## src/rtl/aes_mem_bridge.sv

```systemverilog
// Byte-stream front end for the HLS AES_0 core: loads key/plaintext from RX, serves the core's memory ports, streams cipher to TX.
// Optional RUN watchdog enabled by defining AES_BRIDGE_TIMEOUT_EN.
module aes_mem_bridge #(
   parameter  int BLK_BITS       = 128,
   parameter  int KEY_BYTES      = 16,
   parameter  int TIMEOUT_CYCLES = 4096,
   localparam int PA_W           = $clog2(BLK_BITS),
   localparam int KA_W           = $clog2(KEY_BYTES)
) (
   input  logic            clk,
   input  logic            reset,
   input  logic [7:0]      in_data,
   input  logic            in_valid,
   output logic            in_ready,
   output logic [7:0]      out_data,
   output logic            out_valid,
   input  logic            out_ready,
   output logic            busy,
   output logic            err,
   output logic            ap_start,
   input  logic            ap_done,
   input  logic            ap_idle,
   input  logic            ap_ready,
   input  logic            plain_text_ce0,
   input  logic [PA_W-1:0] plain_text_address0,
   output logic            plain_text_q0,
   input  logic            plain_text_ce1,
   input  logic [PA_W-1:0] plain_text_address1,
   output logic            plain_text_q1,
   input  logic            key_ce0,
   input  logic [KA_W-1:0] key_address0,
   output logic [7:0]      key_q0,
   input  logic            key_ce1,
   input  logic [KA_W-1:0] key_address1,
   output logic [7:0]      key_q1,
   input  logic            cipher_text_ce0,
   input  logic            cipher_text_we0,
   input  logic [PA_W-1:0] cipher_text_address0,
   input  logic            cipher_text_d0,
   input  logic            cipher_text_ce1,
   input  logic            cipher_text_we1,
   input  logic [PA_W-1:0] cipher_text_address1,
   input  logic            cipher_text_d1
);

   typedef enum logic [1:0] {LOAD_KEY, LOAD_PT, RUN, UNLOAD} state_t;

   state_t                state, state_nxt;
   logic [3:0]            cnt;
   logic [7:0]            key_mem [KEY_BYTES];
   logic [BLK_BITS-1:0]   pt_mem;
   logic [BLK_BITS-1:0]   cipher_mem;
   logic                  in_fire, out_fire, tmo_hit;
   logic                  unused_inputs;

   assign in_fire       = in_valid & in_ready;
   assign out_fire      = out_valid & out_ready;
   assign out_valid     = (state == UNLOAD);
   assign out_data      = (state == UNLOAD) ? cipher_mem[{cnt, 3'b000} +: 8] : 8'h00;
   assign unused_inputs = ap_idle ^ (TIMEOUT_CYCLES == 0);

   // NOTE: state registers use non-blocking assignments so every flop samples pre-edge values.
   always_ff @(posedge clk) begin
      if (!reset) state <= LOAD_KEY;
      else        state <= state_nxt;
   end

   // NOTE: every output of this block gets a default first, so no path can infer a latch.
   always_comb begin
      state_nxt = state;
      in_ready  = 1'b0;
      busy      = 1'b0;
      case (state)
         LOAD_KEY: begin
            in_ready = 1'b1;
            if (in_valid && cnt == 4'd15) state_nxt = LOAD_PT;
         end
         LOAD_PT: begin
            in_ready = 1'b1;
            if (in_valid && cnt == 4'd15) state_nxt = RUN;
         end
         RUN: begin
            busy = 1'b1;
            if (ap_done)      state_nxt = UNLOAD;
            else if (tmo_hit) state_nxt = LOAD_KEY;
         end
         UNLOAD: begin
            busy = 1'b1;
            if (out_ready && cnt == 4'd15) state_nxt = LOAD_KEY;
         end
         default: state_nxt = LOAD_KEY;
      endcase
   end

   // cnt wraps naturally to 0 after the 16th byte of each phase; it idles at 0 in RUN.
   always_ff @(posedge clk) begin
      if (!reset) begin
         cnt      <= 4'd0;
         ap_start <= 1'b0;
      end else begin
         if (in_fire || out_fire) cnt <= cnt + 4'd1;
         if (state == LOAD_PT && in_fire && cnt == 4'd15)
            ap_start <= 1'b1;
         else if (state == RUN && (ap_ready || ap_done || tmo_hit))
            ap_start <= 1'b0;
      end
   end

   // NOTE: storage is deliberately left out of reset; its contents are rewritten before any use.
   always_ff @(posedge clk) begin
      if (in_fire && state == LOAD_KEY) key_mem[cnt] <= in_data;
      if (in_fire && state == LOAD_PT)  pt_mem[{cnt, 3'b000} +: 8] <= in_data;
      if (state == RUN) begin
         if (cipher_text_ce0 && cipher_text_we0) cipher_mem[cipher_text_address0] <= cipher_text_d0;
         if (cipher_text_ce1 && cipher_text_we1) cipher_mem[cipher_text_address1] <= cipher_text_d1;
      end
   end

   always_ff @(posedge clk) begin
      if (!reset) begin
         plain_text_q0 <= 1'b0;
         plain_text_q1 <= 1'b0;
         key_q0        <= 8'h00;
         key_q1        <= 8'h00;
      end else begin
         if (plain_text_ce0) plain_text_q0 <= pt_mem[plain_text_address0];
         if (plain_text_ce1) plain_text_q1 <= pt_mem[plain_text_address1];
         if (key_ce0)        key_q0        <= key_mem[key_address0];
         if (key_ce1)        key_q1        <= key_mem[key_address1];
      end
   end

`ifdef AES_BRIDGE_TIMEOUT_EN
   logic [15:0] tmo_cnt;

   // tmo_cnt is 0 in the first RUN cycle, so the hit lands on RUN cycle TIMEOUT_CYCLES.
   assign tmo_hit = (state == RUN) && (tmo_cnt == 16'(TIMEOUT_CYCLES - 1));

   always_ff @(posedge clk) begin
      if (!reset) begin
         tmo_cnt <= 16'd0;
         err     <= 1'b0;
      end else begin
         tmo_cnt <= (state == RUN) ? tmo_cnt + 16'd1 : 16'd0;
         if (tmo_hit && !ap_done) err <= 1'b1;
         else if (in_fire)        err <= 1'b0;
      end
   end
`else
   assign tmo_hit = 1'b0;
   assign err     = 1'b0;
`endif

endmodule

```

## config.mk

```make
export PLATFORM = sky130hd
export DESIGN_NAME = aes_mem_bridge
export DESIGN_NICKNAME = d
export VERILOG_FILES = /design/src/rtl/aes_mem_bridge.sv
export SDC_FILE = /design/constraint.sdc
export NUM_CORES = 1
export LEC_CHECK = 0
export ABC_CLOCK_PERIOD_IN_PS = 6600
export BUFFER_PORTS_ARGS = -buffer_cell sky130_fd_sc_hd__buf_2
export CORE_ASPECT_RATIO = 0.9
export CORE_MARGIN = 4
export CORE_UTILIZATION = 30
export DETAILED_ROUTE_END_ITERATION = 10
export PLACE_DENSITY = 0.45
export SLEW_MARGIN = 20
export SYNTH_ARGS = -nofsm -noshare
export SYNTH_HDL_FRONTEND = slang
export SYNTH_SLANG_ARGS = --single-unit
export TNS_END_PERCENT = 100
```

## constraint.sdc

```tcl
create_clock -name clk -period 6.6 [get_ports clk]
set_input_delay 0.99 -clock clk [delete_from_list [all_inputs] [get_ports clk]]
set_output_delay 0.99 -clock clk [all_outputs]
set_load 0.01 [all_outputs]
```

==> impl_metrics.yaml <==
clock_network:
  worstSkewPairLatency_ns: 0.61
  ctsHoldBuffers: 0
  numCtsBuffers: 48
  root_buffer: "clkbuf_16"
  h-tree-depth: 2
  cts_tree: "done"
  clock_path_buffers: 3
  clk_pin_slew_worst_paths_ns: 0.06
  post-cts-setup-buffer-count: 0
  clock_sinks: 409
  cts.repair.resized: 0
worst_setup_path:
  r2r_end: "pt_mem[2]"
  required_ns: 5.61
  worst_ep_arrival_time_ns: 3.51
  crit_family: "multiplexers"
  reg2reg_depth: 5
  slowest_stage: "dfxtp_2"
  crit_type: "flop to output pin"
  r2r_start: "cnt[0]"
  r2r_setup_slack_ns: 3.21
  path_max_fanout: 26
  worstSetupEndpointType: "output pin"
  worstSetupStartpointType: "flop"
  crit_buf_inv: 2
  slowest_delay_ns: 0.91
  path_cells: "buf_4 -> mux4_2 -> mux4_2 -> and2_1 -> buf_2"
  crit_top_cell: "mux4_2"
cells_and_area:
  nNetsFinal: 1895
  diodes: 0
  syn2layout_area_growth_pct: 11.6
  fillerInstances: 7573
  drive_gt1_share_pct: 20.3
die:
  fp-row-count: 96
  core_sq_mm: 0.0765
  die_h_um: 272
  die_w_um: 301
  die-area_sq_mm: 0.0820
  start_util_pct: 30.4
  io_pins: 92
logic_synthesis:
  ys_seq_area_share_pct: 51.8
  synth-async-reset-ratio_pct: 0
  ys_seq_elements: 409
  avgSynthCellArea_sq_um: 12.7
  syn-cell-area_sq_mm: 0.0232
  syn-num-nets: 1892
  synth_ff_type: "edfxtp_1"
  synth.distinct_cells: 51
  synth_edf_count: 384
  syn_inst: 1823
  ys_warn_count: 0
drt:
  route.detailed.drc: 0
  vias: 15800
  firstDrtPassIters: 5
  drt_iter0_markers: 1429
  final_antenna_net_count: 0
  avgRoutedWirePerCell_um: 24.4
  wl_um: 70500
  viasPerCell: 5.47
worst_hold_path:
  whs_path_depth: 2
  hold_end: "key_q1[1]"
  hold_path.startpoint: "key_q1[1]"
  worstHoldPathType: "flop to flop"
flow_run:
  cap_viol_max_count: 0
global_routing:
  grt-ovfl-total: 0
  grt_first_pass_wirelength_um: 105000
  grt_max_degree: 78
  grt_usage_pct: 16.9
  antenna_found_initial: 0
  grt_pass1_vias: 15800
timing:
  fin_crit_sh_pct: 68.2
  fin_ws_ns: 2.10
  rsz0062_at_grt: "false"
  slew_violations: 0
  hold_viol_final: 0
  timing.slew.headroom_pct: 24.5
  worst_pin_slew_ns: 1.13
  max_freq_mhz: 222
  worst_clock_skew_ns: 0.0215
  fin_crit_ns: 4.50
  finalSetupTns_ns: 0
  holdWs_ns: 0.510
  finalSetupViolCount: 0
power_and_ir_drop:
  peakVddDrop_mv: 0.165
  power_mw: 6.56
  p_leak_nw: 7.86
  powerDensity_mw_per_mm2: 253
place:
  io_buffer_count: 89
  pre_cts_ws_ns: 2.64
  hpwl_um: 45600
  gp_congestion: 0.824
run_status:
  status: "completed"
==> state kept, by name, summed over array words and instances, names as in the netlist <==
name           count
cipher_mem       128
plain_text_q0      1
plain_text_q1      1
ap_start           1
cnt                4
state              2
key_q0             8
key_q1             8
pt_mem           128
key_mem          128
==> logic make-up after synthesis <==
logic type	share of synthesized area [%]
simple gates	12.2
flops	51.8
mux	23.5
compound gates	8.60
buf+inv	3.22
fa+ha+maj	0.431
xor+xnor	0.226
other cells	0.0161
==> worst min-delay path: cells and delay by family, from the launching register on <==
kind	cells	cell delay [ns]
flip-flops	1	0.32
AND/OR/NAND/NOR	1	0.09
multiplexers	1	0.06
==> cell usage in the layout (no fill, tap or decap), types with 29 or more instances in the layout <==
cell / instances
nand2_1: 85
o21ai_0: 127
edfxtp_1: 384
clkbuf_16: 49
buf_2: 87
nor2_1: 260
and2_1: 50
nor2b_1: 37
mux4_2: 166
o31a_1: 87
mux2i_1: 138
a31oi_1: 37
nand3_1: 67
nand4_1: 29
==> where the power goes <==
group	total [mW]	leakage, nW	switching [mW]	internal [mW]
Sequential	2.98	3.77	0.0642	2.92
Clock	2.57	0.717	1.12	1.45
Combinational	1.00	3.37	0.625	0.379
Total	6.56	7.86	1.81	4.75
==> how the worst max path moves through the flow <==
stage,from,to,depth (start not counted)
finish,cnt[0],out_data[6],5
global route,cnt[0],out_data[6],5
CTS,cnt[0],out_data[6],5
detailed placement,cnt[0],out_data[6],5
global placement,cnt[0],out_data[6],5
floorplan,state[0],busy,3
==> through the flow <==
step | area, sq um | util [%] | std cells
global placement | 24400 | 31.9 | 2805
finish | 25900 | 33.9 | 2891
global route | 25900 | 33.9 | 2891
detailed placement | 24400 | 32.0 | 2805
floorplan | 23200 | - | 1823
CTS | 25900 | 33.9 | 2891
==> routing by layer <==
metal | wire, um | track usage [%] | vias to the layer above
met5 | 0 | 0 | -
met2 | 32600 | 27.0 | 533
li1 | - | - | 7113
met3 | 4160 | 2.49 | 103
met1 | 32200 | 24.3 | 8063
met4 | 1620 | 4.26 | 0
==> synthesized netlist by cell type (all sizes together), types with 4 or more instances <==
master | count | share of area (%)
o31a | 87 | 3.3
nor3 | 19 | 0.41
nand2b | 7 | 0.19
a22oi | 6 | 0.19
dfxtp | 25 | 2.2
xnor2 | 5 | 0.19
edfxtp | 384 | 50
mux2i | 138 | 5.9
a21oi | 9 | 0.19
mux2 | 12 | 0.58
o21a | 4 | 0.13
or2 | 16 | 0.43
and2 | 50 | 1.3
buf | 55 | 1.4
nand3 | 68 | 1.5
inv | 10 | 0.16
nand4 | 29 | 0.78
mux4 | 174 | 17
nand2 | 85 | 1.4
nor4 | 5 | 0.13
clkbuf | 103 | 1.7
a31oi | 37 | 1.0
or3 | 4 | 0.11
nor2 | 261 | 4.2
nor2b | 40 | 1.1
ha | 8 | 0.43
and3 | 10 | 0.27
a211oi | 10 | 0.32
nand3b | 5 | 0.16
o21ai | 135 | 2.9
==> layout make-up <==
| cell class | instances | area, sq um | share of cell area (%) |
|---|---|---|---|
| multi-input combinational | 1246 | 10500 | 40.4 |
| sequential | 409 | 12000 | 46.4 |
| tap | 1029 | 1290 | 4.97 |
| clock buffer | 69 | 1340 | 5.17 |
| clock inverter | 17 | 133 | 0.511 |
| timing repair buffer | 111 | 616 | 2.37 |
| inverter | 10 | 37.5 | 0.145 |
(Power assumes the default switching activity.)
